**config.mk**
```make
export PLATFORM = sky130hd
export DESIGN_NAME = field_sync_tracker_flat
export DESIGN_NICKNAME = d
export VERILOG_FILES = /design/src/rtl/video_pkg.sv /design/src/rtl/field_sync_tracker_if.sv /design/src/rtl/sync_edge.sv /design/src/rtl/field_sync_tracker.sv /design/src/flat_wrapper.sv
export SDC_FILE = /design/constraint.sdc
export NUM_CORES = 1
export LEC_CHECK = 0
export BUFFER_PORTS_ARGS = -buffer_cell sky130_fd_sc_hd__buf_4
export CAP_MARGIN = 20
export CORE_MARGIN = 1.5
export CORE_UTILIZATION = 55
export CTS_CLUSTER_DIAMETER = 120
export DETAILED_ROUTE_END_ITERATION = 16
export HOLD_SLACK_MARGIN = 0.05
export PLACE_DENSITY = 0.75
export SLEW_MARGIN = 20
export SYNTH_ARGS = -nofsm -noshare
export SYNTH_HDL_FRONTEND = slang
export SYNTH_HIERARCHICAL = 1
export SYNTH_SLANG_ARGS = --single-unit
```
**constraint.sdc**
```tcl
create_clock -name VCLK -period 3.8 [get_ports VCLK]
set_clock_uncertainty 0.1 [all_clocks]
set_input_delay 0 -clock VCLK [delete_from_list [all_inputs] [get_ports VCLK]]
set_output_delay 0 -clock VCLK [all_outputs]
set_load 0.01 [all_outputs]
```
**src/rtl/video_pkg.sv**
```systemverilog
// rtl/video_pkg.sv - shared types, format codes and field-length limits for the video sync path
//
// Purpose : state and field-class enums, Format encoding and the default
//           NTSC/PAL field-length windows used by field_sync_tracker.
// Ports   : none (package).
package video_pkg;

  typedef enum logic [1:0] {
    ST_SEARCH,
    ST_ACQUIRE,
    ST_LOCKED
  } state_e;

  typedef enum logic [1:0] {
    CLS_NTSC,
    CLS_PAL,
    CLS_INVALID
  } class_e;

  localparam logic FMT_NTSC = 1'b1;
  localparam logic FMT_PAL  = 1'b0;

  localparam int DEF_NTSC_MIN = 256;
  localparam int DEF_NTSC_MAX = 268;
  localparam int DEF_PAL_MIN  = 306;
  localparam int DEF_PAL_MAX  = 318;

  // Inclusive windows; anything outside both is INVALID.
  function automatic class_e classify(input int len, input int ntsc_min, input int ntsc_max,
                                      input int pal_min, input int pal_max);
    if (len >= ntsc_min && len <= ntsc_max) return CLS_NTSC;
    if (len >= pal_min && len <= pal_max) return CLS_PAL;
    return CLS_INVALID;
  endfunction

  function automatic logic class_fmt(input class_e c);
    return (c == CLS_NTSC) ? FMT_NTSC : FMT_PAL;
  endfunction

endpackage

```
**src/rtl/field_sync_tracker_if.sv**
```systemverilog
// rtl/field_sync_tracker_if.sv - sync strobe inputs and format/pad status outputs of the tracker
//
// Purpose : bundles the raw VDG sync strobes and the tracker's status outputs.
//           With FORMAT_OVERRIDE_EN defined, FMT_FORCE/FMT_VAL are added.
// Signals : HSb, FSb (to tracker, active low); Format, LINE[CNT_W], PADWIN,
//           LOCKED, FS_EDGE (from tracker); FMT_FORCE, FMT_VAL (optional, to tracker).
// Modports: master = sync source / status consumer, slave = the tracker.
interface field_sync_tracker_if #(
  parameter int CNT_W = 9
);
  logic             HSb;
  logic             FSb;
  logic             Format;
  logic [CNT_W-1:0] LINE;
  logic             PADWIN;
  logic             LOCKED;
  logic             FS_EDGE;
`ifdef FORMAT_OVERRIDE_EN
  logic             FMT_FORCE;
  logic             FMT_VAL;

  modport master (output HSb, FSb, FMT_FORCE, FMT_VAL,
                  input  Format, LINE, PADWIN, LOCKED, FS_EDGE);
  modport slave  (input  HSb, FSb, FMT_FORCE, FMT_VAL,
                  output Format, LINE, PADWIN, LOCKED, FS_EDGE);
`else
  modport master (output HSb, FSb,
                  input  Format, LINE, PADWIN, LOCKED, FS_EDGE);
  modport slave  (input  HSb, FSb,
                  output Format, LINE, PADWIN, LOCKED, FS_EDGE);
`endif
endinterface

```
**src/rtl/sync_edge.sv**
```systemverilog
// rtl/sync_edge.sv - 2-flop synchroniser with registered falling-edge strobe
//
// Purpose : brings an asynchronous active-low strobe into the clk domain and
//           emits a one-cycle pulse for each 1->0 transition.
// Ports   : clk, rst (sync, active high), din (async input), fall (strobe out).
// Latency : din low sampled at edge N -> fall high after edge N+2.
module sync_edge (
  input  logic clk,
  input  logic rst,
  input  logic din,
  output logic fall
);

  logic s1, s2, s3;

  always_ff @(posedge clk) begin
    if (rst) begin
      // Idle level is high so reset never manufactures an edge.
      s1   <= 1'b1;
      s2   <= 1'b1;
      s3   <= 1'b1;
      fall <= 1'b0;
    end else begin
      s1   <= din;
      s2   <= s1;
      s3   <= s2;
      fall <= s3 & ~s2;
    end
  end

endmodule

```
**src/rtl/field_sync_tracker.sv**
```systemverilog
// rtl/field_sync_tracker.sv - line counter, NTSC/PAL field classifier and pad window generator
//
// Purpose : counts HS edges per field, classifies each field by length,
//           switches Format after two agreeing fields, and opens PADWIN for
//           PAD_LINES lines after each field sync while locked.
// Ports   : VCLK (clock), RST (sync, active high), bus (field_sync_tracker_if.slave:
//           HSb/FSb in; Format, LINE, PADWIN, LOCKED, FS_EDGE out).
// Config  : FORMAT_OVERRIDE_EN adds FMT_FORCE/FMT_VAL to force Format and LOCKED.
module field_sync_tracker
  import video_pkg::*;
#(
  parameter int PAD_LINES   = 24,
  parameter int CNT_W       = 9,
  parameter int NTSC_MIN    = DEF_NTSC_MIN,
  parameter int NTSC_MAX    = DEF_NTSC_MAX,
  parameter int PAL_MIN     = DEF_PAL_MIN,
  parameter int PAL_MAX     = DEF_PAL_MAX,
  parameter int DEFAULT_FMT = 1
) (
  input logic                 VCLK,
  input logic                 RST,
  field_sync_tracker_if.slave bus
);

  localparam int               PW       = $clog2(PAD_LINES + 1);
  localparam logic [CNT_W-1:0] LINE_MAX = {CNT_W{1'b1}};

  logic hs_fall, fs_fall;

  sync_edge u_hs_sync (.clk(VCLK), .rst(RST), .din(bus.HSb), .fall(hs_fall));
  sync_edge u_fs_sync (.clk(VCLK), .rst(RST), .din(bus.FSb), .fall(fs_fall));

  state_e           state;
  class_e           cand;
  logic             fmt_q;
  logic [CNT_W-1:0] line_q;
  logic [PW-1:0]    pad_cnt;
  logic             padwin_q;
  logic             armed;      // next HS is the first of the field
  logic             first;      // next FS only starts counting
  logic             fs_edge_q;
  logic             lock_eff;   // locked as seen by the pad window and LOCKED output

  class_e           cls;
  logic [CNT_W-1:0] line_inc;

  assign cls      = classify(int'(line_q), NTSC_MIN, NTSC_MAX, PAL_MIN, PAL_MAX);
  assign line_inc = (line_q == LINE_MAX) ? line_q : line_q + CNT_W'(1);

`ifdef FORMAT_OVERRIDE_EN
  logic force_q, force_val_q;

  always_ff @(posedge VCLK) begin
    if (RST) begin
      force_q     <= 1'b0;
      force_val_q <= 1'b0;
    end else begin
      force_q     <= bus.FMT_FORCE;
      force_val_q <= bus.FMT_VAL;
    end
  end

  assign lock_eff   = force_q | (state == ST_LOCKED);
  assign bus.Format = force_q ? force_val_q : fmt_q;
`else
  assign lock_eff   = (state == ST_LOCKED);
  assign bus.Format = fmt_q;
`endif

  assign bus.LOCKED  = lock_eff;
  assign bus.LINE    = line_q;
  assign bus.PADWIN  = padwin_q;
  assign bus.FS_EDGE = fs_edge_q;

  always_ff @(posedge VCLK) begin
    if (RST) begin
      state     <= ST_SEARCH;
      cand      <= CLS_INVALID;
      fmt_q     <= 1'(DEFAULT_FMT);
      line_q    <= '0;
      pad_cnt   <= '0;
      padwin_q  <= 1'b0;
      armed     <= 1'b0;
      first     <= 1'b1;
      fs_edge_q <= 1'b0;
    end else begin
      fs_edge_q <= fs_fall;
      if (fs_fall) begin
        // FS takes priority: a coincident HS is not counted.
        line_q   <= '0;
        padwin_q <= 1'b0;
        armed    <= 1'b1;
        if (first) begin
          first <= 1'b0;
        end else begin
          case (state)
            ST_SEARCH: begin
              if (cls != CLS_INVALID) begin
                state <= ST_ACQUIRE;
                cand  <= cls;
              end
            end
            ST_ACQUIRE: begin
              if (cls == CLS_INVALID) begin
                state <= ST_SEARCH;
              end else if (cls == cand) begin
                state <= ST_LOCKED;
                fmt_q <= class_fmt(cls);
              end else begin
                cand <= cls;
              end
            end
            ST_LOCKED: begin
              if (cls == CLS_INVALID) begin
                state <= ST_SEARCH;
              end else if (class_fmt(cls) != fmt_q) begin
                state <= ST_ACQUIRE;
                cand  <= cls;
              end
            end
            default: state <= ST_SEARCH;
          endcase
        end
      end else if (hs_fall) begin
        line_q <= line_inc;
        if (line_inc == LINE_MAX) begin
          // Watchdog: no field sync for a whole counter range.
          state    <= ST_SEARCH;
          padwin_q <= 1'b0;
        end else if (armed) begin
          armed <= 1'b0;
          if (lock_eff) begin
            pad_cnt  <= PW'(PAD_LINES);
            padwin_q <= 1'b1;
          end
        end else if (padwin_q) begin
          pad_cnt <= pad_cnt - PW'(1);
          if (pad_cnt == PW'(1)) padwin_q <= 1'b0;
        end
      end
      // Covers a force release dropping the effective lock mid-window.
      if (!lock_eff) padwin_q <= 1'b0;
    end
  end

endmodule
```
**src/flat_wrapper.sv**
```systemverilog
// flat-port wrapper written by rule: the top's interface ports become plain ports
module field_sync_tracker_flat import video_pkg::*;
#(
  parameter int PAD_LINES   = 24,
  parameter int CNT_W       = 9,
  parameter int NTSC_MIN    = DEF_NTSC_MIN,
  parameter int NTSC_MAX    = DEF_NTSC_MAX,
  parameter int PAL_MIN     = DEF_PAL_MIN,
  parameter int PAL_MAX     = DEF_PAL_MAX,
  parameter int DEFAULT_FMT = 1
)
  (VCLK, RST, bus_HSb, bus_FSb, bus_Format, bus_LINE, bus_PADWIN, bus_LOCKED, bus_FS_EDGE);
  field_sync_tracker_if #(.CNT_W(CNT_W)) bus_i ();
  input logic VCLK;
  input logic RST;
  input wire logic [$bits(bus_i.HSb)-1:0] bus_HSb;
  input wire logic [$bits(bus_i.FSb)-1:0] bus_FSb;
  output wire logic [$bits(bus_i.Format)-1:0] bus_Format;
  output wire logic [$bits(bus_i.LINE)-1:0] bus_LINE;
  output wire logic [$bits(bus_i.PADWIN)-1:0] bus_PADWIN;
  output wire logic [$bits(bus_i.LOCKED)-1:0] bus_LOCKED;
  output wire logic [$bits(bus_i.FS_EDGE)-1:0] bus_FS_EDGE;
  assign bus_i.HSb = bus_HSb;
  assign bus_i.FSb = bus_FSb;
  assign bus_Format = bus_i.Format;
  assign bus_LINE = bus_i.LINE;
  assign bus_PADWIN = bus_i.PADWIN;
  assign bus_LOCKED = bus_i.LOCKED;
  assign bus_FS_EDGE = bus_i.FS_EDGE;
  field_sync_tracker #(.PAD_LINES(PAD_LINES), .CNT_W(CNT_W), .NTSC_MIN(NTSC_MIN), .NTSC_MAX(NTSC_MAX), .PAL_MIN(PAL_MIN), .PAL_MAX(PAL_MAX), .DEFAULT_FMT(DEFAULT_FMT)) u_core (.VCLK(VCLK), .RST(RST), .bus(bus_i));
endmodule
```
# Yosys cells after proc, flatten, opt, wreduce, memory -nomap -nowiden

Cells that the tools add are included.

Output and inout bits: 13
Input port bits: 4
Logic and storage cells: 102
Register bits after elaboration: 31

Bitwise gates (word level): 9
Add/sub/neg operators: 2
Order comparisons: 4
Reduce and logical (&&, ||, !) cells: 15
Multiplexer cells: 35
Eq/ne operators: 20

Operator list:

| cell                                                                     | count |
|---|---|
| 2-bit two-way mux                                                        | 18 |
| 9-bit equality test (second input constant)                              | 2 |
| 9-bit >= comparator (second input constant)                              | 2 |
| 9-bit less-or-equal comparator (second input constant)                   | 2 |
| 5-bit two-way mux                                                        | 3 |
| 2-bit inequality test (second input constant)                            | 7 |
| 2-bit one-hot mux with 3 select lines                                    | 2 |
| 1-bit two-way mux                                                        | 11 |
| 5-bit AND reduction                                                      | 2 |
| 9-bit by 1-bit adder with 9-bit output (second input constant)           | 1 |
| 9-bit two-way mux                                                        | 1 |
| 4-bit by 2-bit inequality test with 1-bit output (second input constant) | 2 |
| 8-bit AND reduction                                                      | 1 |
| 1-bit NOT                                                                | 7 |
| 6-bit AND reduction                                                      | 1 |
| 2-bit nonzero test                                                       | 3 |
| 5-bit by 1-bit equality test with 1-bit output (second input constant)   | 1 |
| 5-bit by 1-bit subtractor with 5-bit output (second input constant)      | 1 |
| 2-bit equality test (second input constant)                              | 2 |
| 2-bit zero test                                                          | 2 |
| 2-bit by 1-bit inequality test with 1-bit output (second input constant) | 2 |
| 3-bit by 2-bit inequality test with 1-bit output (second input constant) | 1 |
| 3-bit nonzero test                                                       | 1 |
| 3-bit OR reduction                                                       | 1 |
| other kinds (7)                                                          | 9 |

# Depth between registers and ports, before layout

Gate-level depths: netlist (run 1).

Depth after elaboration: 14
Mapped depth: 9

# Cells and area by module

Netlist (run 1), hierarchy kept.

By module, submodules not included:

| module             | area each (um^2) | times used | cells each |
|---|---|---|---|
| field_sync_tracker | 1525.2           | 1          | 177 |
| sync_edge          | 106.4            | 2          | 8 |

# Least setup slack after synthesis (run 1)

OpenSTA, ideal clock, no wires.

Path kind: register to register
Start: register u_core.line_q[0] (netlist: u_core/bus.LINE[0])
End: register u_core.state[0]
Stages on the path, launching flop included: 10
Buffers on the path: 1
Required time: 3.578 ns
Arrival time: 1.806 ns
Path slack: 1.773 ns
Setup time: 0.122 ns
Cells stage by stage: dfxtp_1 buf_4 inv_1 ha_1 nand2b_1 a21oi_1 o211a_2 nand4_2 and3_1 a221o_1

Cells in the longest elaborated chain, start to end: 11

RTL lines:

| element                                                                                         | line                                                                  | RTL |
|---|---|---|
| start: declaration                                                                              | field_sync_tracker.sv:36                                              | `logic [CNT_W-1:0] line_q;` |
| start signal: assignment                                                                        | field_sync_tracker.sv:125                                             | `line_q <= line_inc;` |
| 9-bit >= comparator or 9-bit less-or-equal comparator (tied branches)                           | video_pkg.sv:32                                                       | `if (len >= pal_min && len <= pal_max) return CLS_PAL;` |
| 1-bit logical AND                                                                               | video_pkg.sv:32                                                       |  |
| 1-bit two-way mux (2 in series)                                                                 | video_pkg.sv:32                                                       |  |
| 2-bit two-way mux                                                                               | video_pkg.sv:33                                                       | `return CLS_INVALID;` |
| 2-bit two-way mux                                                                               | video_pkg.sv:32                                                       |  |
| 2-bit zero test or 2-bit equality test (tied branches)                                          | video_pkg.sv:37, field_sync_tracker.sv:104, field_sync_tracker.sv:114 |  |
| 1-bit two-way mux, or another cell as far along                                                 | video_pkg.sv:37                                                       | `return (c == CLS_NTSC) ? FMT_NTSC : FMT_PAL;` |
| 1-bit inequality test or 2-bit one-hot mux with 3 select lines (tied branches)                  | field_sync_tracker.sv:116, field_sync_tracker.sv:96                   |  |
| 4-bit by 2-bit inequality test with 1-bit output (no line) or 2-bit two-way mux (tied branches) | -                                                                     |  |
| 6-bit AND reduction (no line) or 2-bit two-way mux (tied branches)                              | -                                                                     |  |
| end signal: assignment                                                                          | field_sync_tracker.sv:115                                             | `state <= ST_SEARCH;` |
| end signal: assignment                                                                          | field_sync_tracker.sv:117                                             | `state <= ST_ACQUIRE;` |
| end signal: assignment                                                                          | field_sync_tracker.sv:121                                             | `default: state <= ST_SEARCH;` |
| end: declaration                                                                                | field_sync_tracker.sv:33                                              | `state_e state;` |

Several ways; a longest one is shown, not always the timed one. The select of a mux whose other input is x is not followed.
A chain may end at the register's enable or synchronous reset.

# Final worst setup path (run 1)

Start: register u_core.line_q[1] (netlist: u_core/bus.LINE[1])
End: register u_core.state[0]

The elaborated chain is that of the path after synthesis.

==> impl_metrics.yaml, run 1 <==
final_layout:
  seq_area_um2: 621
  drive_above_1_share_pct: 17.2
  multi_input_area_um2: 980
  fillers: 274
  nets: 216
  syn_to_final_growth_pct: 11.2
  diodes: 0
clock_tree:
  cts_root_buf: "clkbuf_4"
  cts_buffers: 5
  cts_setup_buffers: 0
  clkLatencyLatePin_ns: 0.34
  cts_tree: "built"
  clock-sinks: 31
  clock_path_buffers: 2
  h-tree-depth: 2
  cts_resized: 0
  holdBufCountCts: 5
  clk_pin_slew_ns: 0.11
synthesis:
  synth_top_family_by_area: "simple AND/OR/NAND/NOR gates"
  synth_cells: 193
  synthAdderAreaFrac_pct: 3.46
  synth_seq_cells: 31
  ys_seq_area_share_pct: 35.7
  yosysUniqueCellTypes: 57
  synth_compound_area_share_pct: 20.1
  synthXorXnorAreaFrac_pct: 3.02
  synth_area_um2: 1740
  synth.net_count: 201
  yosys_warnings: 6
  synth_flop_cell: "dfxtp_1"
  postSynth.asyncResetShare_pct: 0
  postSynthAreaPerCell_um2: 9.00
  synth-simple-area-share_pct: 26.9
  synth_enable_flop_cells: 0
  synthMuxAreaShare_pct: 2.95
sta:
  tightest_slew_ns: 0.493
  slew_viol_final: 0
  final_hold_viol_count: 0
  relSlewSlack_pct: 67.1
  fmax_ghz: 0.420
  setup_violations: 0
  fin_crit_sh_pct: 62.6
  layout_min_cycle_time_ns: 2.38
  timing.final.ws_setup_ns: 1.42
  rsz0062_at_grt: "false"
  tns_ns: 0
  hold_slack_ns: 0.310
floorplan:
  die_area_um2: 3510
  initial_utilization_pct: 57.4
  die_y_um: 59.2
  die_w_um: 59.2
  num_io_pins: 17
  rows: 20
  coreArea_um2: 3030
global_route:
  grt_pass1_vias: 1321
  grt_pass1_wl_mm: 5.83
  antenna_found_initial: 0
  grt_usage_pct: 22.1
  globalRouteOverflowTotal: 0
  grt_max_degree: 27
setup_path:
  cp-end-kind: "register"
  cp.arrival_ns: 2.52
  crit_required_ns: 3.94
  path_max_fanout: 11
  startpoint_type: "register"
  critPathKind: "reg2reg"
drt:
  wire_per_inst_um: 13.4
  antenna_left: 0
  wirelength_mm: 3.39
  dr.first_iter.drc_count: 80
  drtPass1Iterations: 4
  drc: 0
  vias: 1434
  avgViaCountPerCell: 5.67
placement:
  dp_slack_ns: 1.45
  dp_hpwl_mm: 2.43
  port_buffers: 16
  routabilityCongestion: 0.847
job:
  drv_cap: 0
power:
  leakagePower_uw: 0.000727
  ir_drop_mv: 0.215
  powerDensity_nw_per_um2: 300
status:
  status: "finished clean"
min_path:
  hold_path.class: "reg2reg"
[power breakdown]
group	switching (µW)	total [µW]	internal (µW)
sequential	4.01	333	329
combinational	11.4	23.3	11.9
clock	116	224	108
[final cells by class]
type	count	share of cell area, %
inverter	9	1.75
sequential	31	32.1
tap	44	2.85
multi-input combinational	140	50.7
clock buffer	7	3.37
clock inverter	1	0.389
timing repair buffer	21	8.81
[metal layers]
metal	share of wire [%]	up-vias	routed length, µm	track usage, %
met2	48	32	1630	35.0
li1	-	722	-	-
met1	46	675	1570	27.5
met4	1.7	0	57	9.42
met5	0	-	0	0
met3	3.9	5	133	6.99
[Yosys cell counts (5+ instances only)]
| cell | number | area (µm²) |
|---|---|---|
| nand2_1 | 10 | 37.5 |
| a31oi_1 | 6 | 37.5 |
| nand4_1 | 5 | 31.3 |
| nand3_1 | 10 | 50.1 |
| or2_1 | 6 | 37.5 |
| and3_1 | 5 | 31.3 |
| dfxtp_1 | 31 | 621 |
| nor3b_1 | 5 | 37.5 |
| nor3_1 | 5 | 25.0 |
| nor2_1 | 17 | 63.8 |
| a21oi_1 | 5 | 25.0 |
| inv_1 | 9 | 33.8 |
| buf_6 | 5 | 56.3 |
| nor2b_1 | 5 | 31.3 |
[path summary, 6_finish.rpt]
path                             from                  end  slack [ns]  cells past startpoint
setup / recovery   u_core/bus.LINE[1]      u_core/state[0]        1.42                      7
hold reg to reg   u_core/u_fs_sync/s1  u_core/u_fs_sync/s2        0.31                      1
setup reg to reg   u_core/bus.LINE[1]      u_core/state[0]        1.42                      7
hold / removal    u_core/u_fs_sync/s1  u_core/u_fs_sync/s2        0.31                      1
[placed cells by master (no fill, tap or decap), types with 2 or more instances in the layout]
cell           Yosys  final
buf_4              4     16
o21ai_0            2      2
nor3b_1            5      5
nor2b_1            5      5
clkbuf_8           0      2
xnor2_1            2      2
nand2b_1           4      4
a21o_1             4      4
inv_1              9      9
or2_1              6      6
dfxtp_1           31     31
xor2_1             4      4
o31ai_1            2      2
o21bai_1           2      2
dlygate4sd3_1      0      5
nor2_1            17     17
a21oi_1            5      5
clkbuf_4           0      5
and3_1             5      5
and4_1             2      2
a31oi_1            6      6
nand4_1            5      5
ha_1               4      4
nand2_1           10     10
nor3_1             5      5
o21ai_1            3      3
nand3_1           10     10
mux2i_1            4      4
[flip-flops by register name, summed over array words and instances, names as in the netlist]
signal,flops
u_core/state,2
u_core/u_hs_sync/s1,1
u_core/u_hs_sync/fall,1
u_core/u_fs_sync/fall,1
u_core/bus.PADWIN,1
u_core/bus.Format,1
u_core/u_fs_sync/s3,1
u_core/u_hs_sync/s3,1
u_core/first,1
u_core/u_fs_sync/s1,1
u_core/bus.LINE,9
u_core/pad_cnt,5
u_core/u_hs_sync/s2,1
u_core/bus.FS_EDGE,1
u_core/armed,1
u_core/u_fs_sync/s2,1
u_core/cand,2
[per-stage QoR]
stage / util (%) / area (µm²) / instances / total power [µW]
6_report: 63.8 / 1930 / 253 / 580
2_1_floorplan: - / 1740 / 193 / 353
3_5_place_dp: 59.8 / 1810 / 240 / 360
5_1_grt: 63.8 / 1930 / 253 / 607
4_1_cts: 63.8 / 1930 / 253 / 585
3_3_place_gp: 59.8 / 1810 / 240 / 359
[logic make-up (layout without fill, tap and decap cells)]
family / Yosys count / in the layout
adder cells (fa/ha/maj): 5 / 5
AO/OA/AOI/OAI: 41 / 41
flip-flops: 31 / 31
AND/OR/NAND/NOR: 83 / 83
XOR/XNOR: 6 / 6
multiplexers: 5 / 5
buffers and inverters: 22 / 38
[critical path, stage by stage, from the launching register on]
cell	delay, ns
dfxtp_1	0.54
ha_1	0.42
nand4_1	0.17
a21oi_1	0.19
o211a_2	0.24
nand4_2	0.16
and3_1	0.21
a221o_1	0.26
Note: power is estimated with default switching activity, not from simulation.
==> run 2, diff against run 1 <==
--- a/config.mk
+++ b/config.mk
@@ -5,6 +5,7 @@
 export SDC_FILE = /design/constraint.sdc
 export NUM_CORES = 1
 export LEC_CHECK = 0
+export ABC_AREA = 1
 export BUFFER_PORTS_ARGS = -buffer_cell sky130_fd_sc_hd__buf_4
 export CAP_MARGIN = 20
 export CORE_MARGIN = 1.5
==> constraint.sdc (replaced) <==
create_clock -name VCLK -period 2.5 [get_ports VCLK]
set_clock_uncertainty 0.1 [all_clocks]
set_input_delay 0 -clock VCLK [delete_from_list [all_inputs] [get_ports VCLK]]
set_output_delay 0 -clock VCLK [all_outputs]
set_load 0.01 [all_outputs]
==> run 2 against run 1 <==
  * Synthesized area fell by 2.7%
  * Synthesized cell count up 25%
  * Worst setup slack worse by 1.0 ns
  * Sequential share of layout area is 0.31 points lower
  * Global-route usage increased by 1.2 points
  * Die area is 2.5% lower
  * Final cell count is 19% higher
  * Combinational power grew to 2.9 times the previous value
  * Count of clock-buffer cells in the layout shrank 2
  * Maximum frequency rose by 14%
  * Design area grew 0.97%
  * Flip-flop and latch count stayed put
  * Critical path type unchanged
  * Largest power group unchanged
==> impl_metrics.yaml, run 2 <==
power:
  net-switching-power_uw: 238
  leakagePower_uw: 0.000912
  swShare_pct: 27.1
  p_int_uw: 641
  seqPwrFrac_pct: 58.8
  p_comb_share_pct: 7.6
  p_clk_share_pct: 33.6
  fin_total_pwr_uw: 879
  powerDensity_nw_per_um2: 450
  ir_drop_mv: 0.463
synthesis:
  ys_seq_area_share_pct: 36.7
  synth_area_leaders: "dfxtp_1, nand2_1, inv_1"
  yosysUniqueCellTypes: 28
  synth_cells: 242
  synthTopCellsByCount: "nand2_1, inv_1, dfxtp_1"
  synth_most_common_cell: "nand2_1"
  synth_area_um2: 1690
  synth_top_area_share_pct: 36.7
  synth.net_count: 250
  postSynthAreaPerCell_um2: 6.99
  synth_seq_cells: 31
  postSynth.asyncResetShare_pct: 0
  synth_flop_cell: "dfxtp_1"
  synth_enable_flop_cells: 0
  yosysTopAreaCell: "dfxtp_1"
  yosys_warnings: 6
placement:
  dp_hpwl_mm: 2.55
  routabilityCongestion: 0.876
  port_buffers: 16
  dpl_cell_area_um2: 1840
  dp_slack_ns: 0.457
floorplan:
  initial_utilization_pct: 59.8
  coreArea_um2: 2830
  rows: 19
  num_io_pins: 17
  die_w_um: 58.5
  die_area_um2: 3420
  die_y_um: 58.5
clock_tree:
  cts_tree: "built"
  clk_pin_slew_ns: 0.11
  clock_path_buffers: 2
  cts_root_buf: "clkbuf_4"
  h-tree-depth: 2
  clkLatencyLatePin_ns: 0.34
  cts_resized: 0
  clock-sinks: 31
  cts_buffers: 5
final_layout:
  largest_register_ffs: 9
  layout_commonest_cell: "nand2_1"
  diodes: 0
  layout_common_cells: "nand2_1, inv_1, dfxtp_1"
  finish.instance_area_um2: 1950
  nets: 276
  drive_above_1_share_pct: 16.4
  final_core_util_pct: 69.0
  syn_to_final_growth_pct: 15.3
setup_path:
  critPathKind: "reg2reg"
  cp.arrival_ns: 2.22
  cp-end-kind: "register"
  path_max_fanout: 9
  crit_required_ns: 2.64
  startpoint_type: "register"
drt:
  antenna_left: 0
  avgViaCountPerCell: 5.30
  drtPass1Iterations: 4
  wire_per_inst_um: 11.8
  dr.first_iter.drc_count: 90
  wirelength_mm: 3.54
  drc: 0
  vias: 1589
global_route:
  grt_usage_pct: 23.3
  grt_max_degree: 16
  grt_pass1_vias: 1483
  antenna_found_initial: 0
  grt_pass1_wl_mm: 6.13
  globalRouteOverflowTotal: 0
sta:
  relSlewSlack_pct: 73.1
  timing.final.ws_setup_ns: 0.420
  slew_viol_final: 0
  layout_min_cycle_time_ns: 2.08
  rsz0062_at_grt: "false"
  final_hold_viol_count: 0
  setup_violations: 0
  tightest_slew_ns: 0.399
  tns_ns: 0
  fin_crit_sh_pct: 83.2
  fmax_ghz: 0.481
job:
  drv_cap: 0
status:
  status: "finished clean"
min_path:
  hold_path.class: "reg2reg"
[run 2: changes by cell type after synthesis, sizes merged, moves of 9 or more]
cell	previous run	this run
nor2	18	32
inv	9	43
a21oi	5	18
nand3	10	19
nand2	10	46
buf	10	0
o21ai	5	22
[run 2: power groups by stage]
| stage | Clock, µW | Combinational [µW] | Sequential, µW |
|---|---|---|---|
| floorplan | 0 | 37.6 | 527 |
| global placement | 0 | 59.5 | 528 |
| detailed placement | 0 | 59.8 | 528 |
| CTS | 306 | 66.2 | 517 |
| global route | 327 | 75.9 | 518 |
| finish | 295 | 66.7 | 516 |
[run 2: critical path: stages, from the launching register on]
cell and delay (ns):
dfxtp_1 0.47, ha_1 0.24, inv_1 0.08, nor2_4 0.17
nand3_4 0.15, o21ai_2 0.15, nand3_1 0.08, nor2_1 0.13
nand2_2 0.10, nand2_1 0.09, nand3_1 0.10, nand3_1 0.08
nand2_1 0.05
[run 2: worst paths after layout]
| kind | to | cells after the start | slack, ns | from |
|---|---|---|---|---|
| worst max-delay path | u_core/state[0] | 12 | 0.42 | u_core/bus.LINE[1] |
| worst min-delay path | u_core/u_fs_sync/s2 | 1 | 0.32 | u_core/u_fs_sync/s1 |
| worst max register to register | u_core/state[0] | 12 | 0.42 | u_core/bus.LINE[1] |
| worst min register to register | u_core/u_fs_sync/s2 | 1 | 0.32 | u_core/u_fs_sync/s1 |
[run 2: metrics by stage]
stage               hold slack (ns)  std cells
floorplan                   -0.0309        242
global placement             0.0802        287
detailed placement           0.0854        287
CTS                           0.325        300
global route                  0.351        300
finish                        0.324        300
[run 2: kinds of logic (layout without fill, tap and decap cells)]
| kind of cell | after synthesis | count (layout) | synth area share (%) |
|---|---|---|---|
| flip-flops | 31 | 31 | 36.7 |
| AO/OA/AOI/OAI | 46 | 46 | 15.1 |
| AND/OR/NAND/NOR | 112 | 112 | 33.2 |
| XOR/XNOR | 4 | 4 | 2.07 |
| buffers and inverters | 45 | 72 | 9.99 |
| adder cells (fa/ha/maj) | 4 | 4 | 2.96 |
[run 2: metal layers]
metal | vias up | share of wire, % | global-route usage, %
li1 | 827 | - | -
met1 | 711 | 47 | 29.3
met2 | 43 | 45 | 36.9
met3 | 8 | 5.4 | 6.15
met4 | 0 | 2.2 | 11.6
met5 | - | 0 | 0
[run 2: layout make-up]
type                            instances  area, µm²
Multi-Input combinational cell        166        902
Fill cell                             265        878
Sequential cell                        31        621
Timing Repair Buffer                   21        170
Inverter                               43        161
Tap cell                               31       38.8
Clock buffer                            5       37.5
Clock inverter                          3       20.0
[run 2: repair_timing]
action,4_1_cts,5_1_grt
hold endpoints to repair,18,0
setup buffers,0,0
hold buffers,5,0
==> run 3, diff against run 2 <==
--- a/config.mk
+++ b/config.mk
@@ -9,11 +9,11 @@
 export BUFFER_PORTS_ARGS = -buffer_cell sky130_fd_sc_hd__buf_4
 export CAP_MARGIN = 20
 export CORE_MARGIN = 1.5
-export CORE_UTILIZATION = 55
+export CORE_UTILIZATION = 52
 export CTS_CLUSTER_DIAMETER = 120
 export DETAILED_ROUTE_END_ITERATION = 16
 export HOLD_SLACK_MARGIN = 0.05
-export PLACE_DENSITY = 0.75
+export PLACE_DENSITY = 0.74
 export SLEW_MARGIN = 20
 export SYNTH_ARGS = -nofsm -noshare
 export SYNTH_HDL_FRONTEND = slang
==> constraint.sdc (replaced) <==
create_clock -name VCLK -period 1.8 [get_ports VCLK]
set_clock_uncertainty 0.1 [all_clocks]
set_input_delay 0 -clock VCLK [delete_from_list [all_inputs] [get_ports VCLK]]
set_output_delay 0 -clock VCLK [all_outputs]
set_load 0.01 [all_outputs]
==> run 3 against run 2 <==
  * The flow now finishes with violations (setup timing)
  * Design area rose by 23%
  * Flip-flop and latch count unchanged
  * Critical path depth did not move
  * Highest routed layer unchanged
==> impl_metrics.yaml, run 3 (synthesized netlist as in run 2, its figures left out) <==
job:
  drv_cap: 0
setup_path:
  cp_slowest_cell: "dfxtp_2"
  cp.arrival_ns: 2.03
  cp-end-kind: "register"
  crit-reg2reg-launch: "u_core/bus.LINE[0]"
  path_max_fanout: 10
  path_cells: "ha_4 -> inv_2 -> nor2_4 -> buf_6 -> xor2_1 -> nand2_1 -> nand3_1 -> nor2_1 -> nand2_2 -> nand3_4 -> o21ai_1 -> a21oi_1"
  startpoint_type: "register"
  max_stage_delay_ns: 0.38
  critPathKind: "reg2reg"
  crit_required_ns: 1.93
  cp-startpoint: "u_core/bus.LINE[0]"
final_layout:
  layout_commonest_cell: "buf_4"
  syn_to_final_growth_pct: 41.9
  diodes: 0
  finish.instance_area_um2: 2400
  largest_register_ffs: 9
  fin_cells: 342
  drive_above_1_share_pct: 37.6
  layout_common_cells: "buf_4, inv_1, nand2_1"
  nets: 305
power:
  seqPwrFrac_pct: 56.4
  powerDensity_nw_per_um2: 527
  leakagePower_uw: 0.00109
  p_clk_share_pct: 32.8
  ir_drop_mv: 0.564
  net-switching-power_uw: 354
  p_int_uw: 912
  swShare_pct: 27.9
  p_comb_share_pct: 10.8
drt:
  wirelength_mm: 4.34
  antenna_left: 0
  drtPass1Iterations: 4
  drc: 0
  avgViaCountPerCell: 5.06
  vias: 1732
  dr.first_iter.drc_count: 86
  wire_per_inst_um: 12.7
global_route:
  grt_usage_pct: 24.8
  antenna_found_initial: 0
  grt_pass1_vias: 1503
  grt_pass1_wl_mm: 6.60
  grt_max_degree: 15
  globalRouteOverflowTotal: 0
clock_tree:
  cts_buffers: 5
  h-tree-depth: 2
  clk_pin_slew_ns: 0.11
  clock-sinks: 31
  cts_tree: "built"
  clkLatencyLatePin_ns: 0.34
  clock_path_buffers: 2
  cts_root_buf: "clkbuf_4"
sta:
  slew_viol_final: 0
  tns_ns: -0.660
  setup_violations: 9
  rsz0062_at_grt: "true"
  layout_min_cycle_time_ns: 1.90
  timing.final.ws_setup_ns: -0.105
  final_hold_viol_count: 0
  fmax_ghz: 0.525
  tightest_slew_ns: 0.349
  fin_crit_sh_pct: 106
  relSlewSlack_pct: 76.7
  hold_slack_ns: 0.335
floorplan:
  rows: 20
  initial_utilization_pct: 55.0
  die_y_um: 60.0
  coreArea_um2: 3080
  die_area_um2: 3600
  die_w_um: 60.0
  num_io_pins: 17
status:
  violations: "setup timing"
  status: "finished, violations left"
placement:
  port_buffers: 16
  dp_hpwl_mm: 2.78
  routabilityCongestion: 0.884
  dpl_cell_area_um2: 2020
  place_inst: 321
min_path:
  worstHoldStart: "u_core/u_hs_sync/s3"
  hold_path.class: "reg2reg"
-- run 3: cell count changes in the layout (fill, tap and decap cells not counted), moves of 4 or more --
cell / change
buf_6: +7
nand2_1: -8
nor2_1: -6
nand3_4: +4
nand3_1: -5
dfxtp_1: -8
nand2_2: +5
dfxtp_2: +6
buf_4: +21
inv_1: -5
-- run 3: layout make-up --
class                           instances  area [µm²]
Tap cell                               44        55.1
Fill cell                             223         678
Sequential cell                        31         636
Multi-Input combinational cell        167        1080
Clock buffer                            5        37.5
Inverter                               43         166
Clock inverter                          3        20.0
Timing Repair Buffer                   49         407
-- run 3: per-layer routing --
layer	track usage, %	routed length (µm)
met3	6.28	210
met4	9.21	71
met1	31.6	1920
met2	40.2	2140
met5	0	0
-- run 3: final timing paths --
| check | slack [ns] | depth (start not counted) | to |
|---|---|---|---|
| max | -0.10 | 12 | u_core/pad_cnt[0] |
| min | 0.33 | 2 | u_core/u_hs_sync/fall |
| max reg2reg | -0.10 | 12 | u_core/pad_cnt[0] |
| min reg2reg | 0.33 | 2 | u_core/u_hs_sync/fall |
-- run 3: what timing repair did --
| item | 4_1_cts | 5_1_grt |
|---|---|---|
| resized for setup | 7 | 53 |
| gates cloned | 0 | 1 |
| hold endpoints to repair | 18 | 0 |
| pin swaps | 3 | 10 |
| hold buffers | 5 | 0 |
| setup buffers | 3 | 4 |
| setup endpoints to repair | 12 | 12 |
-- run 3: power groups by stage --
stage          registers, µW  logic, µW  clock network, µW
2_1_floorplan            731       52.2                  0
3_3_place_gp             726        104                  0
3_5_place_dp             726        106                  0
4_1_cts                  711        118                432
5_1_grt                  716        149                455
6_report                 713        137                415
-- run 3: worst max-delay path: cells and delay by family (launching register included) --
kind | cells | cell delay [ns]
DFF | 1 | 0.38
AOI/OAI and AO/OA | 2 | 0.20
adders and majority gates | 1 | 0.15
and+or+nand+nor | 6 | 0.64
xor gates and xnor gates | 1 | 0.16
buffers and inverters | 2 | 0.17
-- run 3: through the flow --
stage / total power (µW) / setup slack (ns) / util [%]
after floorplan: 783 / 0.0177 / -
after global placement: 830 / -0.0418 / 65.8
after detailed placement: 832 / -0.0672 / 65.8
after CTS: 1260 / -0.0488 / 70.5
after global routing: 1320 / -0.197 / 78.0
final: 1270 / -0.105 / 78.0
